### src/rtl/video_timing_gen_if.sv
`default_nettype none
// +--------------------------------------------------------------------------+
// | video_timing_gen_if                                                      |
// | Raster timing bundle: run enable in, syncs/DE/coordinates/markers out.   |
// | Revision: 1.0                                                            |
// +--------------------------------------------------------------------------+
interface video_timing_gen_if #(
    parameter int HW = 12,
    parameter int VW = 11
);
    logic          en_i;
    logic          hs_o;
    logic          vs_o;
    logic          de_o;
    logic [HW-1:0] x_o;
    logic [VW-1:0] y_o;
    logic          sof_o;
    logic          eol_o;

    modport master (
        input  en_i,
        output hs_o, vs_o, de_o, x_o, y_o, sof_o, eol_o
    );

    modport slave (
        output en_i,
        input  hs_o, vs_o, de_o, x_o, y_o, sof_o, eol_o
    );
endinterface
`default_nettype wire

### src/rtl/video_timing_gen.sv
`default_nettype none
// +--------------------------------------------------------------------------+
// | video_timing_gen                                                         |
// | Free-running raster counters with registered hs/vs/de/x/y/sof/eol.       |
// | Revision: 1.0                                                            |
// +--------------------------------------------------------------------------+
module video_timing_gen #(
    parameter int H_WIDTH  = 1920,
    parameter int H_START  = 2008,
    parameter int H_SYNC   = 44,
    parameter int H_TOTAL  = 2200,
    parameter int V_HEIGHT = 1080,
    parameter int V_START  = 1084,
    parameter int V_SYNC   = 5,
    parameter int V_TOTAL  = 1125,
    parameter bit HS_POL   = 1'b1,
    parameter bit VS_POL   = 1'b1
) (
    input  wire logic          clk_i,
    input  wire logic          rst_n_i,
    video_timing_gen_if.master vid
);
    localparam int HW = $clog2(H_TOTAL);
    localparam int VW = $clog2(V_TOTAL);

    // Sync end bounds carry one extra bit so H_START+H_SYNC == 2**HW cannot alias to 0.
    localparam logic [HW-1:0] c_h_width = HW'(H_WIDTH);
    localparam logic [HW-1:0] c_h_start = HW'(H_START);
    localparam logic [HW:0]   c_h_send  = (HW+1)'(H_START + H_SYNC);
    localparam logic [HW-1:0] c_h_last  = HW'(H_TOTAL - 1);
    localparam logic [VW-1:0] c_v_height = VW'(V_HEIGHT);
    localparam logic [VW-1:0] c_v_start = VW'(V_START);
    localparam logic [VW:0]   c_v_send  = (VW+1)'(V_START + V_SYNC);
    localparam logic [VW-1:0] c_v_last  = VW'(V_TOTAL - 1);

    if (!(H_WIDTH < H_START)) begin : g_chk_h_start
        $error("video_timing_gen: H_WIDTH must be less than H_START");
    end
    if (!(H_START + H_SYNC <= H_TOTAL)) begin : g_chk_h_total
        $error("video_timing_gen: H_START+H_SYNC exceeds H_TOTAL");
    end
    if (!(V_HEIGHT < V_START)) begin : g_chk_v_start
        $error("video_timing_gen: V_HEIGHT must be less than V_START");
    end
    if (!(V_START + V_SYNC <= V_TOTAL)) begin : g_chk_v_total
        $error("video_timing_gen: V_START+V_SYNC exceeds V_TOTAL");
    end
    if (!(H_SYNC >= 1 && V_SYNC >= 1)) begin : g_chk_sync_w
        $error("video_timing_gen: sync widths must be at least 1");
    end

    logic [HW-1:0] h_q, h_d;
    logic [VW-1:0] v_q, v_d;
    logic          hs_q, hs_d;
    logic          vs_q, vs_d;
    logic          de_q, de_d;
    logic [HW-1:0] x_q, x_d;
    logic [VW-1:0] y_q, y_d;
    logic          sof_q, sof_d;
    logic          eol_q, eol_d;

    always_comb begin
        h_d   = '0;
        v_d   = '0;
        hs_d  = ~HS_POL;
        vs_d  = ~VS_POL;
        de_d  = 1'b0;
        x_d   = '0;
        y_d   = '0;
        sof_d = 1'b0;
        eol_d = 1'b0;
        if (vid.en_i) begin
            // Outputs decode the pre-increment position, giving one cycle of latency.
            hs_d  = (h_q >= c_h_start && {1'b0, h_q} < c_h_send) ? HS_POL : ~HS_POL;
            vs_d  = (v_q >= c_v_start && {1'b0, v_q} < c_v_send) ? VS_POL : ~VS_POL;
            de_d  = (h_q < c_h_width) && (v_q < c_v_height);
            x_d   = h_q;
            y_d   = v_q;
            sof_d = (h_q == '0) && (v_q == '0);
            eol_d = (h_q == c_h_last);
            if (h_q == c_h_last) begin
                h_d = '0;
                v_d = (v_q == c_v_last) ? '0 : v_q + 1'b1;
            end else begin
                h_d = h_q + 1'b1;
                v_d = v_q;
            end
        end
    end

    always_ff @(posedge clk_i or negedge rst_n_i) begin
        if (!rst_n_i) begin
            h_q   <= '0;
            v_q   <= '0;
            hs_q  <= ~HS_POL;
            vs_q  <= ~VS_POL;
            de_q  <= 1'b0;
            x_q   <= '0;
            y_q   <= '0;
            sof_q <= 1'b0;
            eol_q <= 1'b0;
        end else begin
            h_q   <= h_d;
            v_q   <= v_d;
            hs_q  <= hs_d;
            vs_q  <= vs_d;
            de_q  <= de_d;
            x_q   <= x_d;
            y_q   <= y_d;
            sof_q <= sof_d;
            eol_q <= eol_d;
        end
    end

    assign vid.hs_o  = hs_q;
    assign vid.vs_o  = vs_q;
    assign vid.de_o  = de_q;
    assign vid.x_o   = x_q;
    assign vid.y_o   = y_q;
    assign vid.sof_o = sof_q;
    assign vid.eol_o = eol_q;
endmodule
`default_nettype wire
### src/flat_wrapper.sv
// flat-port wrapper written by rule: the top's interface ports become plain ports
module video_timing_gen_flat 
#(
    parameter int H_WIDTH  = 1920,
    parameter int H_START  = 2008,
    parameter int H_SYNC   = 44,
    parameter int H_TOTAL  = 2200,
    parameter int V_HEIGHT = 1080,
    parameter int V_START  = 1084,
    parameter int V_SYNC   = 5,
    parameter int V_TOTAL  = 1125,
    parameter bit HS_POL   = 1'b1,
    parameter bit VS_POL   = 1'b1
)
  (clk_i, rst_n_i, vid_en_i, vid_hs_o, vid_vs_o, vid_de_o, vid_x_o, vid_y_o, vid_sof_o, vid_eol_o);
  video_timing_gen_if vid_i ();
  input  wire logic clk_i;
  input  wire logic rst_n_i;
  input wire logic [$bits(vid_i.en_i)-1:0] vid_en_i;
  output wire logic [$bits(vid_i.hs_o)-1:0] vid_hs_o;
  output wire logic [$bits(vid_i.vs_o)-1:0] vid_vs_o;
  output wire logic [$bits(vid_i.de_o)-1:0] vid_de_o;
  output wire logic [$bits(vid_i.x_o)-1:0] vid_x_o;
  output wire logic [$bits(vid_i.y_o)-1:0] vid_y_o;
  output wire logic [$bits(vid_i.sof_o)-1:0] vid_sof_o;
  output wire logic [$bits(vid_i.eol_o)-1:0] vid_eol_o;
  assign vid_i.en_i = vid_en_i;
  assign vid_hs_o = vid_i.hs_o;
  assign vid_vs_o = vid_i.vs_o;
  assign vid_de_o = vid_i.de_o;
  assign vid_x_o = vid_i.x_o;
  assign vid_y_o = vid_i.y_o;
  assign vid_sof_o = vid_i.sof_o;
  assign vid_eol_o = vid_i.eol_o;
  video_timing_gen #(.H_WIDTH(H_WIDTH), .H_START(H_START), .H_SYNC(H_SYNC), .H_TOTAL(H_TOTAL), .V_HEIGHT(V_HEIGHT), .V_START(V_START), .V_SYNC(V_SYNC), .V_TOTAL(V_TOTAL), .HS_POL(HS_POL), .VS_POL(VS_POL)) u_core (.clk_i(clk_i), .rst_n_i(rst_n_i), .vid(vid_i));
endmodule
### config.mk
export PLATFORM = sky130hd
export DESIGN_NAME = video_timing_gen_flat
export DESIGN_NICKNAME = d
export VERILOG_FILES = /design/src/rtl/video_timing_gen_if.sv /design/src/rtl/video_timing_gen.sv /design/src/flat_wrapper.sv
export SDC_FILE = /design/constraint.sdc
export NUM_CORES = 1
export LEC_CHECK = 0
export BUFFER_PORTS_ARGS = -buffer_cell sky130_fd_sc_hd__buf_2
export CORE_MARGIN = 1.5
export CORE_UTILIZATION = 30
export CTS_BUF_LIST = sky130_fd_sc_hd__clkbuf_16
export CTS_CLUSTER_DIAMETER = 150
export DETAILED_ROUTE_END_ITERATION = 6
export GPL_TIMING_DRIVEN = 0
export PLACE_DENSITY = 0.45
export SLEW_MARGIN = 0
export SYNTH_ARGS = -nofsm -noshare
export SYNTH_HDL_FRONTEND = slang
export SYNTH_SLANG_ARGS = --single-unit
### constraint.sdc
create_clock -name clk_i -period 2.4 [get_ports clk_i]
set_input_delay 0.24 -clock clk_i [delete_from_list [all_inputs] [get_ports clk_i]]
set_output_delay 0.24 -clock clk_i [all_outputs]
set_load 0.02 [all_outputs]
==> impl_metrics.csv, run 1 <==
group,metric,value,unit
grt,grt_pass1_vias,1522,
grt,antenna_found_initial,0,
timing,max_clock_freq,461.5,MHz
route,vias_per_cell,4.714,
timing,hold_viol_final,0,
final_layout,layout_common_cells,"dfrtp_1, buf_2, nor2_1",
floorplanning,die_h,89.19,um
grt,grtUsageTotal,13.52,%
place,place_ws,0.2406,ns
power,p_leak,1.302,nW
logic_synthesis,synth_area_leaders,"dfrtp_1, and2_1, nor2_1",
timing,rsz0062_at_grt,"no",
logic_synthesis,synth_warnings,0,
logic_synthesis,synth_top_area_share,57.27,%
route,top_layer,"met4",
timing,max_slew_margin,24.95,%
critical_path,cp_max_fo,8,
logic_synthesis,syn_nets,216,
timing,fin_skew,0.003116,ns
timing,maxSlewViolCount,0,
route,first_pass_iters,4,
route,wl_per_cell,14.27,um
clocking,cts_tree,"yes",
floorplanning,die_w,89.19,um
place,place_area,2502,sq um
critical_path,cp.required,2.58,ns
final_layout,diodes,0,
timing,tightest_slew,1.126,ns
timing,hold-worst-slack,0.1522,ns
floorplanning,dieArea,7954,sq um
grt,gr-total-overflow,0,
route,met3_wirelength,190,um
logic_synthesis,ys_types,35,
route,wl_met2,2188,um
route,routed_wl,4939,um
route,met1_length,2510,um
final_layout,fin_util,36.96,%
power,switching_share,20.77,%
logic_synthesis,synth_edf_count,0,
final_layout,finalInstanceArea,2666,sq um
clocking,clock_path_buffers,2,
power,p_comb_share,3.7,%
place,dp_hpwl,3237,um
power,intPower,0.001370,W
logic_synthesis,ys.flop_type,"dfrtp_1",
logic_synthesis,synthCells,209,
floorplanning,num_rows,31,
route,dr_total_vias,1631,
power,power_density,648.5,nW/um^2
floorplanning,coreArea,7214,sq um
clocking,h-tree-depth,2,
power,p_switching,0.0003592,W
timing,finalCritPeriodShare,90.29,%
power,vdd.ir_drop.worst,0.0004961,V
clocking,postCtsSetupRepairBufs,0,
critical_path,critPathLaunchType,"flip-flop",
floorplanning,ioPinCount,31,
grt,grt_max_degree,52,
clocking,cts-buffers-inserted,5,
status,status,"completed",
clocking,clk_pin_slew,0.07,ns
critical_path,crit_type,"flip-flop to flip-flop",
logic_synthesis,synth_seq_area_share,57.27,%
final_layout,fin_nets,253,
logic_synthesis,synth-async-reset-ratio,100.0,%
power,p_seq_share,50.6,%
logic_synthesis,ys_seq_elements,51,
final_layout,layout-drive-gt1-share,18.62,%
critical_path,crit_path_end_kind,"flip-flop",
clocking,clkLatencyLatePin,0.29,ns
timing,setup_viol,0,
clocking,cts_hold_buf,0,
logic_synthesis,yosys.area.top_type,"dfrtp_1",
logic_synthesis,synth_area_per_cell,10.66,sq um
final_layout,area_delta_synth_final,19.65,%
critical_path,arrival,2.34,ns
final_layout,layout_commonest_cell,"dfrtp_1",
route,antenna_left,0,
logic_synthesis,syn-cell-area,2228,sq um
place,gp_congestion,0.7926,
timing,setup-tns-final,0,ns
clocking,clock_sinks,51,
route,drt-initial-drc-count,66,
place,io_buffers,30,
grt,grt_pass1_wl,8079,um
clocking,cts_resized,0,
worst_hold_path,hold_path_class,"input pin to asynchronous set/reset pin",
timing,min_period,2.167,ns
power,power_frac_clock,45.7,%
route,drc,0,
floorplanning,start_util,30.89,%
flow_run,cap_violations,0,
timing,layout_setup_ws,0.2330,ns
clocking,cts-root-buf,"clkbuf_16",
## worst paths after layout
kind / startpoint / end / slack (ns) / cells after the start
max in group asynchronous: rst_n_i / u_core.vid.y_o[4] / 1.54 / 1
worst min-delay path: rst_n_i / u_core.vid.x_o[4] / 0.15 / 1
worst max-delay path: u_core.v_q[0] / u_core.v_q[0] / 0.23 / 6
worst min register to register: u_core.h_q[0] / u_core.h_q[0] / 0.51 / 1
worst max register to register: u_core.v_q[0] / u_core.v_q[0] / 0.23 / 6
min in group clk_i: vid_en_i / u_core.vid.de_o / 0.27 / 3
## per-stage QoR
| stage | total power [W] | std cells |
|---|---|---|
| after global routing | 0.001801 | 346 |
| after floorplan | 0.0009202 | 209 |
| after CTS | 0.001751 | 346 |
| after global placement | 0.0009585 | 338 |
| after detailed placement | 0.0009583 | 338 |
| final | 0.001729 | 346 |
## cell families (layout without fill, tap and decap cells)
kind of cell	after synthesis	in the layout	share of synthesized area, %
buffers and inverters	20	58	3.594
AO/OA/AOI/OAI	29	29	8.591
multiplexers	1	1	0.5053
adder cells (fa/ha/maj)	4	4	2.246
AND/OR/NAND/NOR	94	94	23.86
flip-flops	51	51	57.27
XOR/XNOR	10	10	3.931
## per-layer routing
layer | GRT usage (%) | vias up
met1 | 19.88 | 789
li1 | - | 803
met5 | 0 | -
met4 | 4.196 | 0
met2 | 19.82 | 35
met3 | 2.955 | 4
## state kept, by name (all words and copies together) (netlist names)
register          count
u_core.vid.sof_o      1
u_core.vid.hs_o       1
u_core.h_q           12
u_core.vid.y_o       11
u_core.vid.eol_o      1
u_core.v_q           11
u_core.vid.x_o       12
u_core.vid.de_o       1
u_core.vid.vs_o       1
## worst max-delay path, stage by stage (launching register included)
cell and delay (ns):
dfrtp_1 0.46, inv_1 0.14, ha_1 0.15, or4b_4 0.49, nor3_4 0.40, nor2_2 0.13
mux2_2 0.28
## final cells by class
type | instances | area [sq um]
plain buffers | 9 | 38.79
clock buffers | 5 | 125.1
clock inverters | 3 | 38.79
fillers | 748 | 4548
inverters | 11 | 41.29
multi-input cells | 138 | 872.1
flip-flops and latches | 51 | 1276
well taps | 99 | 123.9
repair buffers | 30 | 150.1
## synth_stat cells, types with 2 or more instances
cell and instances:
nand3_1 8, nor4b_1 2, or3_1 5, o31ai_1 2
a211o_1 3, inv_1 11, nor4_1 6, nor2_1 21
ha_1 4, buf_2 4, and3_1 3, clkbuf_1 5
nand4_1 4, dfrtp_1 51, or4_1 2, nor3_1 8
a22o_1 4, xnor2_1 9, and2_1 18, o21ai_0 6
nand2_1 10, a21oi_1 7, a31oi_1 4
## power groups by stage
stage | clock network, W | registers [W] | logic, W
after global routing | 0.000851 | 0.000876 | 0.0000741
after global placement | 0 | 0.000892 | 0.0000668
after floorplan | 0 | 0.000897 | 0.0000227
after detailed placement | 0 | 0.000892 | 0.0000666
after CTS | 0.000809 | 0.000876 | 0.0000666
final | 0.000790 | 0.000876 | 0.0000635
Power figures use the tool's default switching activity.
==> run 2, diff against run 1 <==
--- a/config.mk
+++ b/config.mk
@@ -7,12 +7,12 @@
 export LEC_CHECK = 0
 export BUFFER_PORTS_ARGS = -buffer_cell sky130_fd_sc_hd__buf_2
 export CORE_MARGIN = 1.5
-export CORE_UTILIZATION = 30
+export CORE_UTILIZATION = 55
 export CTS_BUF_LIST = sky130_fd_sc_hd__clkbuf_16
 export CTS_CLUSTER_DIAMETER = 150
 export DETAILED_ROUTE_END_ITERATION = 6
 export GPL_TIMING_DRIVEN = 0
-export PLACE_DENSITY = 0.45
+export PLACE_DENSITY = 0.75
 export SLEW_MARGIN = 0
 export SYNTH_ARGS = -nofsm -noshare
 export SYNTH_HDL_FRONTEND = slang
==> run 2 against run 1 <==
Net effect:
- first-iteration DRC count increased by 71%
- critical path type unchanged
- clock power down 15%
- highest routed layer unchanged
- largest cell class unchanged
- wire length decreased by 13%
- register-to-register slack better by 0.05 ns
==> impl_metrics.csv, run 2 (synthesized netlist as in run 1, its figures left out) <==
group,metric,value,unit
clocking,cts-root-buf,"clkbuf_16",
clocking,clock_sinks,51,
clocking,cts_tree,"yes",
timing,setup-tns-final,0,ns
timing,max_clock_freq,472.0,MHz
critical_path,cp_cell_sequence,"inv_1 > ha_1 > or4b_4 > nor3_4 > nor2_2 > mux2_2",
timing,min_period,2.119,ns
critical_path,rr_startpoint,"u_core.v_q[0]",
place,gp_congestion,0.8608,
worst_hold_path,hold_path_class,"input pin to asynchronous set/reset pin",
final_layout,seq_area,1276,sq um
grt,grtUsageTotal,22.65,%
floorplanning,start_util,59.09,%
critical_path,cpPeakStageDelay,0.49,ns
clocking,clock_path_buffers,2,
clocking,clk_pin_slew,0.06,ns
final_layout,area_delta_synth_final,15.72,%
critical_path,crit_type,"flip-flop to flip-flop",
clocking,cts-buffers-inserted,5,
final_layout,finalInstanceArea,2579,sq um
critical_path,critPathTopFamily,"simple AND/OR/NAND/NOR gates",
timing,rsz0062_at_grt,"no",
route,first_pass_iters,4,
timing,fin_skew,0.005686,ns
critical_path,arrival,2.30,ns
final_layout,layout-drive-gt1-share,18.22,%
final_layout,multiInputGateArea,872.1,sq um
route,antenna_left,0,
final_layout,diodes,0,
floorplanning,die_h,66.65,um
critical_path,crit_path_end_kind,"flip-flop",
route,wl_per_cell,14.51,um
clocking,h-tree-depth,2,
place,place_area,2439,sq um
power,power_density,624.7,nW/um^2
grt,grt_max_degree,52,
floorplanning,num_rows,22,
critical_path,startpoint,"u_core.v_q[0]",
critical_path,critPathSlowestCell,"or4b_4",
floorplanning,coreArea,3771,sq um
critical_path,cp.required,2.58,ns
power,p_leak,1.286,nW
final_layout,layout_commonest_cell,"dfrtp_1",
final_layout,fin_nets,253,
route,vias_per_cell,5.688,
grt,grt_pass1_wl,7369,um
place,place_ws,0.3057,ns
final_layout,fillerInstances,305,
timing,setup_viol,0,
place,dp_hpwl,2858,um
floorplanning,ioPinCount,31,
timing,maxSlewViolCount,0,
timing,finalCritPeriodShare,88.28,%
final_layout,layout_common_cells,"dfrtp_1, buf_2, nor2_1",
critical_path,critPathLaunchType,"flip-flop",
route,dr_total_vias,1678,
critical_path,critPathBufInv,1,
clocking,cts_hold_buf,0,
status,status,"completed",
timing,hold_viol_final,0,
timing,tightest_slew,1.077,ns
place,io_buffers,30,
flow_run,cap_violations,0,
floorplanning,die_w,66.65,um
grt,gr-total-overflow,0,
clocking,cts_resized,0,
grt,antenna_found_initial,0,
timing,max_slew_margin,28.17,%
power,vdd.ir_drop.worst,0.0003759,V
route,drt-initial-drc-count,113,
clocking,postCtsSetupRepairBufs,0,
grt,grt_pass1_vias,1541,
floorplanning,dieArea,4442,sq um
timing,layout_setup_ws,0.2812,ns
route,drc,0,
route,routed_wl,4280,um
clocking,clkLatencyLatePin,0.29,ns
critical_path,cp_max_fo,8,
[run 2: metal layers]
layer  up-vias  routed length [um]  track usage (%)
met2        60                1875            32.88
met5         -                   0                0
li1        803                   -                -
met3         5                 275            6.926
met1       810                2072            32.36
met4         0                  56            7.653
[run 2: through the flow]
step,utilization [%],std cells,hold slack [ns],power [W]
after CTS,68.38,295,0.1925,0.001626
final,68.38,295,0.1487,0.001611
after global placement,64.66,287,0.4887,0.0009531
after floorplan,-,209,-0.05559,0.0009202
after detailed placement,64.66,287,0.4986,0.0009543
after global routing,68.38,295,0.2479,0.001671
[run 2: cell type report]
class / count / area share, %
well taps: 48 / 2.329
clock inverters: 3 / 0.5822
plain buffers: 9 / 1.504
inverters: 11 / 1.601
repair buffers: 30 / 5.822
multi-input cells: 138 / 33.82
flip-flops and latches: 51 / 49.49
clock buffers: 5 / 4.852
[run 2: report_power, final]
part	internal (W)	switching (W)	total (W)
Combinational	0.0000151	0.0000466	0.0000617
Sequential	0.000869	0.00000665	0.000875
Clock	0.000379	0.000295	0.000674
Total	0.00126	0.000348	0.00161
[run 2: worst paths after layout]
check | depth (start not counted) | end | slack (ns)
max reg2reg | 6 | u_core.v_q[0] | 0.28
min in group clk_i | 2 | u_core.vid.y_o[4] | 0.29
min reg2reg | 1 | u_core.h_q[0] | 0.52
max in group asynchronous | 1 | u_core.h_q[1] | 1.59
max | 6 | u_core.v_q[0] | 0.28
min | 1 | u_core.vid.x_o[8] | 0.15
==> run 3, diff against run 2 <==
--- a/config.mk
+++ b/config.mk
@@ -6,7 +6,7 @@
 export NUM_CORES = 1
 export LEC_CHECK = 0
 export BUFFER_PORTS_ARGS = -buffer_cell sky130_fd_sc_hd__buf_2
-export CORE_MARGIN = 1.5
+export CORE_MARGIN = 2
 export CORE_UTILIZATION = 55
 export CTS_BUF_LIST = sky130_fd_sc_hd__clkbuf_16
 export CTS_CLUSTER_DIAMETER = 150
==> run 3 against run 2 <==
Net effect:
- worst setup slack gained 0.0082 ns
- largest cell class unchanged
- highest routed layer unchanged
- first-iteration DRC count up 17%
- sequential share of layout area decreased by 0.072 points
==> impl_metrics.csv, run 3 (synthesized netlist as in run 1, its figures left out) <==
group,metric,value,unit
status,status,"completed",
grt,antenna_found_initial,0,
timing,hold-worst-slack,0.1470,ns
grt,grt_pass1_vias,1431,
critical_path,critPathLaunchType,"flip-flop",
power,power_density,625.6,nW/um^2
route,wl_per_cell,14.51,um
critical_path,cp.required,2.58,ns
critical_path,critPathTopFamily,"simple AND/OR/NAND/NOR gates",
floorplanning,start_util,56.52,%
clocking,h-tree-depth,2,
floorplanning,coreArea,3943,sq um
final_layout,fillerInstances,310,
route,drt-initial-drc-count,132,
timing,setup-tns-final,0,ns
critical_path,cp.depth,6,
place,place_inst,289,
clocking,postCtsSetupRepairBufs,0,
final_layout,layout_common_cells,"dfrtp_1, buf_2, nor2_1",
grt,grt_pass1_wl,7162,um
critical_path,startpoint,"u_core.v_q[0]",
timing,max_clock_freq,473.8,MHz
route,routed_wl,4308,um
worst_hold_path,hold_path_class,"input pin to asynchronous set/reset pin",
critical_path,rr_startpoint,"u_core.v_q[0]",
final_layout,area_delta_synth_final,15.89,%
floorplanning,ioPinCount,31,
critical_path,cp_cell_sequence,"inv_1 > ha_1 > or4b_4 > nor3_4 > nor2_2 > mux2_2",
critical_path,reg2reg_depth,6,
grt,grt_max_degree,52,
route,drc,0,
route,antenna_left,0,
critical_path,crit_type,"flip-flop to flip-flop",
place,dp_hpwl,2905,um
final_layout,layout-drive-gt1-share,18.62,%
clocking,cts_hold_buf,0,
power,total_power,0.001616,W
clocking,cts_tree,"yes",
timing,max_slew_margin,28.91,%
place,io_buffers,30,
critical_path,critPathBufInv,1,
power,vdd.ir_drop.worst,0.0004505,V
critical_path,cp_max_fo,8,
critical_path,critPathSlowestCell,"or4b_4",
timing,min_period,2.111,ns
critical_path,cpPeakStageDelay,0.49,ns
grt,grtUsageTotal,21.52,%
critical_path,crit_path_end_kind,"flip-flop",
timing,setup_viol,0,
critical_path,rrSetupSlack,0.29,ns
timing,rsz0062_at_grt,"no",
clocking,clkLatencyLatePin,0.29,ns
route,vias_per_cell,5.586,
route,first_pass_iters,4,
critical_path,arrival,2.29,ns
clocking,clock_sinks,51,
final_layout,finalInstanceArea,2582,sq um
final_layout,layout_commonest_cell,"dfrtp_1",
power,p_leak,1.292,nW
clocking,cts-root-buf,"clkbuf_16",
flow_run,cap_violations,0,
timing,fin_skew,0.003871,ns
grt,gr-total-overflow,0,
clocking,clock_path_buffers,2,
final_layout,diodes,0,
timing,hold_viol_final,0,
timing,finalCritPeriodShare,87.94,%
clocking,cts_resized,0,
place,gp_congestion,0.8623,
critical_path,r2r-end,"u_core.v_q[0]",
floorplanning,die_w,67.65,um
critical_path,crit_end,"u_core.v_q[0]",
floorplanning,dieArea,4577,sq um
clocking,clk_pin_slew,0.06,ns
floorplanning,num_rows,23,
timing,tightest_slew,1.066,ns
route,dr_total_vias,1659,
floorplanning,die_h,67.65,um
final_layout,multiInputGateArea,872.1,sq um
final_layout,layout.cells.non_filler,297,
final_layout,fin_nets,253,
final_layout,seq_area,1276,sq um
place,place_area,2441,sq um
timing,maxSlewViolCount,0,
clocking,cts-buffers-inserted,5,
run 3: changes by cell type in the layout (fill, tap and decap cells not counted), sizes merged:
| cell | delta |
|---|---|
| clkinv | -1 |
| inv | +1 |
run 3: worst register-to-register path: cells and delay by family, from the launching register on:
kind,cells,cell delay (ns)
simple gates,3,0.98
flops,1,0.45
mux,1,0.28
fa+ha+maj,1,0.16
buf+inv,1,0.13
run 3: layout make-up:
| class | count | area share [%] |
|---|---|---|
| Clock inverter | 3 | 0.6298 |
| Clock buffer | 5 | 4.845 |
| Timing Repair Buffer | 30 | 5.814 |
| Inverter | 11 | 1.599 |
| Sequential cell | 51 | 49.42 |
| Buffer | 9 | 1.502 |
| Multi-Input combinational cell | 138 | 33.77 |
| Tap cell | 50 | 2.422 |
run 3: through the flow:
stage | worst slack [ns] | util, %
6_report | 0.2894 | 65.50
5_1_grt | 0.1660 | 65.50
4_1_cts | 0.3023 | 65.50
3_5_place_dp | 0.3102 | 61.92
3_3_place_gp | 0.2795 | 61.92
2_1_floorplan | 0.5258 | -
run 3: how the worst min path moves through the flow:
stage	from	endpoint	slack (ns)	cells after the start
after floorplan	rst_n_i	u_core.h_q[0]	-0.06	0
after global placement	rst_n_i	u_core.vid.x_o[4]	0.49	1
after detailed placement	rst_n_i	u_core.vid.x_o[4]	0.50	1
after CTS	rst_n_i	u_core.vid.x_o[4]	0.19	1
after global routing	rst_n_i	u_core.h_q[5]	0.26	1
final	rst_n_i	u_core.vid.y_o[0]	0.15	1
run 3: report_power, final:
part / internal [W] / switching [W] / total (W) / leakage, nW
clock network: 0.000380 / 0.000298 / 0.000679 / 0.0710
registers: 0.000869 / 0.00000657 / 0.000875 / 0.706
logic: 0.0000148 / 0.0000466 / 0.0000614 / 0.515
total: 0.00126 / 0.000352 / 0.00162 / 1.29
run 3: per-layer routing:
metal	share of wire, %	GRT usage, %
met1	48	31.96
met2	46	30.76
met3	4.5	4.500
met4	1.6	8.163
met5	0	0
